## src/rtl/mem_bus_master.sv

```systemverilog
// Avalon-MM master sequencer. Takes one word-aligned fetch/load/store request at a time
// from the load/store unit, runs it on the bus and returns a one-cycle response pulse.
module mem_bus_master #(
   parameter int unsigned TIMEOUT_CYCLES = 255,
   parameter int unsigned CNT_W = (TIMEOUT_CYCLES < 1) ? 1 : $clog2(TIMEOUT_CYCLES + 1)
) (
   input  logic        clk,
   input  logic        rst_n,
   // Request from load/store unit
   input  logic        req_valid,
   output logic        req_ready,
   input  logic        req_write,
   input  logic [31:0] req_address,
   input  logic [3:0]  req_byteenable,
   input  logic [31:0] req_writedata,
   // Response to load/store unit
   output logic        rsp_valid,
   output logic [31:0] rsp_readdata,
   output logic        rsp_error,
   // Avalon-MM master
   output logic [31:0] avm_address,
   output logic        avm_read,
   output logic        avm_write,
   output logic [3:0]  avm_byteenable,
   output logic [31:0] avm_writedata,
   input  logic [31:0] avm_readdata,
   input  logic        avm_waitrequest
);

   typedef enum logic [1:0] {StIdle, StBus, StResp} state_e;

   localparam bit TimeoutEn = (TIMEOUT_CYCLES != 0);
   // Counter value on the last permitted stalled cycle; the abort happens on that edge.
   localparam logic [CNT_W-1:0] CntLast =
      CNT_W'((TIMEOUT_CYCLES == 0) ? 0 : TIMEOUT_CYCLES - 1);
   localparam logic [CNT_W-1:0] CntMax = '1;

   state_e            state_q;
   logic [CNT_W-1:0]  cnt_q;
   logic              req_ready_q;
   logic              rsp_valid_q;
   logic [31:0]       rsp_readdata_q;
   logic              rsp_error_q;
   logic [31:0]       avm_address_q;
   logic              avm_read_q;
   logic              avm_write_q;
   logic [3:0]        avm_byteenable_q;
   logic [31:0]       avm_writedata_q;

   logic              req_bad;
   logic [31:0]       lane_mask;

   // Request is rejected without touching the bus when misaligned or with no lanes enabled.
   always_comb begin
      req_bad = (req_address[1:0] != 2'b00) || (req_byteenable == 4'b0000);
   end

   // Expand the captured byteenable into a 32-bit lane mask for read data.
   always_comb begin
      lane_mask = '0;
      for (int i = 0; i < 4; i++) begin
         lane_mask[8*i +: 8] = {8{avm_byteenable_q[i]}};
      end
   end

   // Sequencer FSM with all outputs registered.
   always_ff @(posedge clk or negedge rst_n) begin
      if (!rst_n) begin
         state_q          <= StIdle;
         cnt_q            <= '0;
         req_ready_q      <= 1'b0;
         rsp_valid_q      <= 1'b0;
         rsp_readdata_q   <= '0;
         rsp_error_q      <= 1'b0;
         avm_address_q    <= '0;
         avm_read_q       <= 1'b0;
         avm_write_q      <= 1'b0;
         avm_byteenable_q <= '0;
         avm_writedata_q  <= '0;
      end else begin
         unique case (state_q)
            StIdle: begin
               rsp_valid_q    <= 1'b0;
               rsp_readdata_q <= '0;
               rsp_error_q    <= 1'b0;
               // req_ready rises on the first edge after reset; accept only once it is up.
               if (req_ready_q && req_valid) begin
                  req_ready_q <= 1'b0;
                  if (req_bad) begin
                     rsp_valid_q <= 1'b1;
                     rsp_error_q <= 1'b1;
                     state_q     <= StResp;
                  end else begin
                     avm_address_q    <= req_address;
                     avm_byteenable_q <= req_byteenable;
                     avm_writedata_q  <= req_write ? req_writedata : 32'h0;
                     avm_write_q      <= req_write;
                     avm_read_q       <= !req_write;
                     cnt_q            <= '0;
                     state_q          <= StBus;
                  end
               end else begin
                  req_ready_q <= 1'b1;
               end
            end
            StBus: begin
               if (!avm_waitrequest) begin
                  rsp_readdata_q <= avm_read_q ? (avm_readdata & lane_mask) : 32'h0;
                  rsp_error_q    <= 1'b0;
                  rsp_valid_q    <= 1'b1;
                  avm_read_q     <= 1'b0;
                  avm_write_q    <= 1'b0;
                  state_q        <= StResp;
               end else if (TimeoutEn && (cnt_q == CntLast)) begin
                  rsp_readdata_q <= '0;
                  rsp_error_q    <= 1'b1;
                  rsp_valid_q    <= 1'b1;
                  avm_read_q     <= 1'b0;
                  avm_write_q    <= 1'b0;
                  state_q        <= StResp;
               end else if (cnt_q != CntMax) begin
                  cnt_q <= cnt_q + 1'b1;
               end
            end
            StResp: begin
               rsp_valid_q    <= 1'b0;
               rsp_readdata_q <= '0;
               rsp_error_q    <= 1'b0;
               req_ready_q    <= 1'b1;
               state_q        <= StIdle;
            end
            default: begin
               state_q <= StIdle;
            end
         endcase
      end
   end

   assign req_ready      = req_ready_q;
   assign rsp_valid      = rsp_valid_q;
   assign rsp_readdata   = rsp_readdata_q;
   assign rsp_error      = rsp_error_q;
   assign avm_address    = avm_address_q;
   assign avm_read       = avm_read_q;
   assign avm_write      = avm_write_q;
   assign avm_byteenable = avm_byteenable_q;
   assign avm_writedata  = avm_writedata_q;

endmodule

```

## config.mk

```make
export PLATFORM = sky130hd
export DESIGN_NAME = mem_bus_master
export DESIGN_NICKNAME = d
export VERILOG_FILES = /design/src/rtl/mem_bus_master.sv
export SDC_FILE = /design/constraint.sdc
export NUM_CORES = 1
export LEC_CHECK = 0
export CAP_MARGIN = 20
export CORE_MARGIN = 3
export CORE_UTILIZATION = 44
export CTS_BUF_LIST = sky130_fd_sc_hd__clkbuf_4 sky130_fd_sc_hd__clkbuf_8
export DETAILED_ROUTE_END_ITERATION = 16
export HOLD_SLACK_MARGIN = 0.15
export PLACE_DENSITY = 0.79
export SYNTH_ARGS = -nofsm -noshare
export SYNTH_HDL_FRONTEND = slang
export SYNTH_SLANG_ARGS = --single-unit
```

## constraint.sdc

```tcl
create_clock -name clk -period 1.96 [get_ports clk]
set_input_delay 0.392 -clock clk [delete_from_list [all_inputs] [get_ports clk]]
set_output_delay 0.392 -clock clk [all_outputs]
set_load 0.02 [all_outputs]
```

==> reports/metrics.yaml, run 1 <==
finalHoldViolations: 0
seq_area_sq_um: 2880
async_flop_share_pct: 100
cpPeakStageDelay_ns: 0.66
grt_pass1_wl_mm: 22.4
tightest_slew_ns: 0.702
synth_flop_cell: "dfrtp_1"
place.gp.congestion: 0.860
hold_path.class: "reg -> reg"
drc: 0
dpl_cell_area_sq_um: 7250
crit_cells: 1
syn-instance-count: 412
ys_ff_latch: 115
clockBufferDepth: 2
power.leakage_nw: 3.34
required_ns: 1.57
fillerInstances: 737
cp_max_fo: 3
synth_cell_type_count: 46
skew_ns: 0.0114
crit_chain: "clkdlybuf4s50_1"
drive_gt1_share_pct: 17.1
power.total_mw: 10.0
finalCritPeriodShare_pct: 96.5
ff2ff_path_depth: 7
outcome: "finished, final reports clean"
final_util_pct: 72.8
dp_hpwl_mm: 10.6
timing.final.max_slew_violations: 0
p_per_area_nw_per_um2: 1310
design.portCount: 210
instances_no_fill: 787
track_usage_pct: 22.8
syn_area_sq_um: 4870
fmax_mhz: 529
grt_overflow_total: 0
setup_viol: 0
clkLatencyLatePin_ns: 0.42
clk_pin_slew_worst_paths_ns: 0.06
clock_sinks: 115
core.rowCount: 37
ir_drop_mv: 0.741
cts_htree_levels: 4
numPortBuffers: 209
seq_area_frac_synth_pct: 59.1
via_per_inst: 5.28
grt_start_max_net_pins: 83
synth_fp_nets: 523
die-area_sq_um: 12400
cp-end-kind: "output port"
synth_area_leader_cell: "dfrtp_1"
worst_ep_arrival_time_ns: 1.50
synth_top_area_share_pct: 59.1
wl_mm: 13.9
die_h_microns: 111
finalNetCount: 750
fin_crit_ns: 1.89
numCtsBuffers: 17
synth_area_leaders: "dfrtp_1, mux2_2, a22o_1"
relSlewSlack_pct: 53.1
drtIter0Drc: 336
n_antenna_cell: 0
start_util_pct: 46.1
cts_tree: "built"
maxCapViolations: 0
path_class: "reg -> out"
hold_path_depth: 2
synth_edf_count: 0
yosys_warnings: 0
drt_pass1_iterations: 6
wl_per_cell_microns: 17.7
root_buffer: "clkbuf_8"
crit_family: "buffers and inverters"
cp-start-kind: "flop"
multi_input_area_sq_um: 1850
dp_cells: 755
dr_total_vias: 4158
area_growth_syn_to_layout_pct: 57.9
worst-path-buf-inv: 1
cts_setup_buffers: 0
antenna_found_initial: 0
fin_tns_setup_ns: 0
critPathSlowestCell: "clkdlybuf4s50_1"
postRouteAntennaNets: 0
grt_pass1_vias: 4212
fin_area_sq_um: 7690
core-area_sq_um: 10600
synth.avg_cell_area_sq_um: 11.8
die_w_microns: 111
-- cell type report --
cell class              instances  area share (%)
flip-flops and latches        115            37.4
repair buffers                236            30.7
multi-input cells             262            24.1
clock buffers                  18            3.14
well taps                     136            2.21
clock inverters                13            2.08
inverters                       7           0.342
-- power breakdown --
part | switching, mW | total [mW] | internal, mW
clock network | 0.966 | 2.23 | 1.26
logic | 2.15 | 4.22 | 2.08
registers | 0.454 | 3.59 | 3.13
total | 3.57 | 10.0 | 6.47
-- cells in the mapped netlist, types with 2 or more instances --
cell	n
o2111ai_1	3
inv_1	7
nand2b_1	2
mux2_2	36
o22ai_1	3
nor2_1	6
mux2i_1	5
o311ai_0	3
nand4_1	6
nand2_1	69
a22o_1	32
dfrtp_1	115
buf_6	4
buf_2	13
o2bb2ai_1	3
and2_1	8
o31ai_1	3
o211a_1	2
nor3_1	2
a21oi_1	5
o211ai_1	4
nand3_2	2
o21ai_0	39
ha_1	6
clkbuf_1	10
nor4_1	3
a22oi_1	2
-- cell usage in the layout (no fill, tap or decap), drive strengths merged, types with 3 or more instances in the layout --
cell / instances
nand2: 69
o2111ai: 3
o22ai: 3
o311ai: 3
dfrtp: 115
o21ai: 40
ha: 6
nor2: 6
mux2i: 5
bufinv: 3
a21oi: 6
nand3: 3
mux2: 36
o211ai: 5
clkinv: 6
and2: 8
clkbuf: 18
buf: 27
nor4: 4
o31ai: 3
a22o: 32
clkdlybuf4s50: 208
nand4: 6
o2bb2ai: 3
inv: 9
-- per-layer routing --
layer | share of wire, % | vias up | track usage, % | wire, microns
li1 | - | 1940 | - | -
met1 | 39 | 2014 | 26.6 | 5390
met2 | 53 | 188 | 40.7 | 7440
met3 | 6.3 | 16 | 6.06 | 883
met4 | 1.6 | 0 | 7.30 | 219
met5 | 0 | - | 0 | 0
-- stage by stage --
| stage | hold WS, ns | setup slack [ns] |
|---|---|---|
| 2_1_floorplan | 0.0964 | 0.211 |
| 3_3_place_gp | 0.457 | -0.244 |
| 3_5_place_dp | 0.458 | -0.287 |
| 4_1_cts | 0.483 | 0.00592 |
| 5_1_grt | 0.509 | -0.00640 |
| 6_report | 0.479 | 0.0692 |
-- state kept, by name, indices dropped and copies added (netlist names) --
signal,cells
avm_address,32
avm_writedata,32
rsp_readdata,32
cnt_q,8
avm_byteenable,4
state_q,2
avm_read,1
avm_write,1
req_ready,1
rsp_error,1
rsp_valid,1
-- final timing paths --
kind	start	to	slack, ns
setup reg to reg	cnt_q[0]	rsp_readdata[23]	0.13
setup / recovery	avm_write	avm_write	0.07
min in group asynchronous	rst_n	avm_address[4]	0.54
hold / removal	avm_writedata[26]	avm_writedata[26]	0.48
max in group asynchronous	rst_n	cnt_q[7]	1.07
hold reg to reg	avm_writedata[26]	avm_writedata[26]	0.48
-- repair_timing --
item / CTS / global route
setup endpoints to repair: 32 / 34
endpoints found under the hold margin: 115 / 0
pin swaps: 0 / 2
hold buffers: 1 / 0
resized for setup: 1 / 7
-- kinds of logic after synthesis --
| family | Yosys count | share of synthesized area [%] |
|---|---|---|
| flops | 115 | 59.1 |
| compound gates | 108 | 15.8 |
| simple gates | 107 | 10.5 |
| mux | 41 | 9.35 |
| buf+inv | 35 | 3.73 |
| fa+ha+maj | 6 | 1.54 |
No activity file was read; power rests on OpenSTA's default activity.
==> inputs of run 2 (changes only) <==
--- a/config.mk
+++ b/config.mk
@@ -12,6 +12,7 @@
 export DETAILED_ROUTE_END_ITERATION = 16
 export HOLD_SLACK_MARGIN = 0.15
 export PLACE_DENSITY = 0.79
+export SETUP_SLACK_MARGIN = 0.2
 export SYNTH_ARGS = -nofsm -noshare
 export SYNTH_HDL_FRONTEND = slang
 export SYNTH_SLANG_ARGS = --single-unit
==> reports/metrics.yaml, run 2 (synthesis gave the netlist of run 1 again) <==
cp_max_fo: 8  # +5
track_usage_pct: 23.8  # +1.1 points
power.leakage_nw: 3.85  # +15%
skew_ns: 0.0122  # +0.000733 ns
cpPeakStageDelay_ns: 0.39  # -0.27 ns
core.rowCount: 37  # unchanged
n_antenna_cell: 0  # unchanged
numCtsBuffers: 17  # unchanged
core-area_sq_um: 10600  # unchanged
drive_gt1_share_pct: 21.4  # +4.3 points
tightest_slew_ns: 0.495  # -0.207 ns
rr_endpoint: "rsp_readdata[17]"
wl_per_cell_microns: 18.5  # +4.8%
required_ns: 2.27  # +0.70 ns
crit_chain: "inv_1 > ha_2 > nand4_1 > o211ai_2 > o31ai_4 > clkbuf_16 > a22o_1"
r2r_start: "cnt_q[0]"
drt_pass1_iterations: 5  # -1
grt_overflow_total: 0  # unchanged
cts_htree_levels: 4  # unchanged
r2r_slack_ns: 0.12  # about the same
cp-start-kind: "flop"
setup_viol: 0  # unchanged
via_per_inst: 5.34  # +1.0%
postRouteAntennaNets: 0  # unchanged
grt_pass1_wl_mm: 23.3  # +4.1%
fin_area_sq_um: 7880  # +2.5%
root_buffer: "clkbuf_8"
dr_total_vias: 4297  # +3.3%
final_cell_mix: "dfrtp_1, dlygate4sd2_1, clkdlybuf4s50_1, nand2_1, o21ai_0"
use_met1_pct: 28.1  # +1.6 points
finalNetCount: 768  # +2.4%
instances_no_fill: 805  # +2.3%
clockBufferDepth: 2  # unchanged
wl_mm: 14.9  # +7.2%
outcome: "finished, final reports clean"
rsz0062_at_grt: "true"
crit_start: "cnt_q[0]"
clk_pin_slew_worst_paths_ns: 0.07  # about the same
critPathSlowestCell: "dfrtp_1"
dp_hpwl_mm: 10.6  # unchanged
final_common_cell: "dfrtp_1"
start_util_pct: 46.1  # unchanged
numPortBuffers: 209  # unchanged
p_per_area_nw_per_um2: 1270  # -2.7%
clkLatencyLatePin_ns: 0.43  # about the same
drtIter0Drc: 340  # +1.2%
die-area_sq_um: 12400  # unchanged
worst_ep_arrival_time_ns: 2.15  # +0.65 ns
dp_cells: 755  # unchanged
fin_crit_ns: 1.84  # -0.0533 ns
dpl_cell_area_sq_um: 7250  # unchanged
cp-end-kind: "flop"
ff2ff_path_depth: 7  # unchanged
grt_pass1_vias: 4292  # +1.9%
use_met2_pct: 42.7  # +2.0 points
die_w_microns: 111  # unchanged
maxCapViolations: 0  # unchanged
place.gp.congestion: 0.860  # unchanged
drc: 0  # unchanged
finalCritPeriodShare_pct: 93.7  # -2.7 points
hold_path.class: "in -> reg"
grt_busiest_layer: "met2"
use_met3_pct: 5.95  # -0.11 points
cts_tree: "built"
ir_drop_mv: 0.706  # -4.8%
die_h_microns: 111  # unchanged
grt_start_max_net_pins: 83  # unchanged
design.portCount: 210  # unchanged
path_class: "reg -> reg"
clock_sinks: 115  # unchanged
area_growth_syn_to_layout_pct: 61.7
finalHoldViolations: 0  # unchanged
relSlewSlack_pct: 67.0  # +14 points
critPathCapture: "rsp_readdata[17]"
antenna_found_initial: 0  # unchanged
fmax_mhz: 544  # +2.9%
timing.final.max_slew_violations: 0  # unchanged
[run 2: repair_timing]
action,in CTS,in global routing
cloned,2,1
setup buffers,5,10
pin swaps,3,15
resized for setup,124,25
hold endpoints to repair,115,0
hold buffers,1,0
endpoints found under the setup margin,168,88
[run 2: final cells by class]
| cell class | instances | area (sq um) |
|---|---|---|
| flip-flops and latches | 115 | 2880 |
| fillers | 713 | 2680 |
| repair buffers | 254 | 2440 |
| multi-input cells | 262 | 1950 |
| clock buffers | 18 | 241 |
| well taps | 136 | 170 |
| clock inverters | 13 | 160 |
| inverters | 7 | 30.0 |
[run 2: how the worst min path moves through the flow]
| stage | from | to | slack, ns | depth (start not counted) |
|---|---|---|---|---|
| 2_1_floorplan | rst_n | avm_address[0] | 0.1 | 0 |
| 3_3_place_gp | rst_n | avm_address[25] | 0.46 | 2 |
| 3_5_place_dp | rst_n | avm_address[25] | 0.46 | 2 |
| 4_1_cts | req_byteenable[0] | avm_byteenable[0] | 0.40 | 2 |
| 5_1_grt | req_byteenable[2] | avm_byteenable[2] | 0.39 | 3 |
| 6_report | req_byteenable[2] | avm_byteenable[2] | 0.39 | 3 |
[run 2: metrics by stage]
| step | hold slack, ns | TNS (ns) | total power [mW] | util [%] | setup slack, ns |
|---|---|---|---|---|---|
| 2_1_floorplan | 0.0964 | 0 | 5.55 | - | 0.211 |
| 3_3_place_gp | 0.457 | -19.96 | 7.72 | 68.7 | -0.244 |
| 3_5_place_dp | 0.458 | -23.71 | 7.87 | 68.7 | -0.287 |
| 4_1_cts | 0.399 | 0 | 9.77 | 72.7 | 0.175 |
| 5_1_grt | 0.390 | 0 | 10.5 | 74.6 | 0.0145 |
| 6_report | 0.393 | 0 | 10.0 | 74.6 | 0.123 |
[run 2: where the power goes]
group	switching [mW]	total [mW]	internal, mW
logic	2.30	4.19	1.89
clock network	0.985	2.25	1.26
registers	0.430	3.56	3.13
total	3.72	10.0	6.29
[run 2: critical path, delay by kind of cell (launching register included)]
family / cells / cell delay, ns
and+or+nand+nor: 1 / 0.17
DFF: 1 / 0.39
buffers and inverters: 2 / 0.28
AOI/OAI and AO/OA: 3 / 0.67
adders and majority gates: 1 / 0.20
[run 2: layer usage]
| layer | share of wire (%) | wire, microns | vias to the layer above |
|---|---|---|---|
| met5 | 0 | 0 | - |
| met4 | 2.0 | 297 | 0 |
| met3 | 5.8 | 870 | 30 |
| met2 | 54 | 8030 | 182 |
| met1 | 38 | 5730 | 2097 |
| li1 | - | - | 1988 |
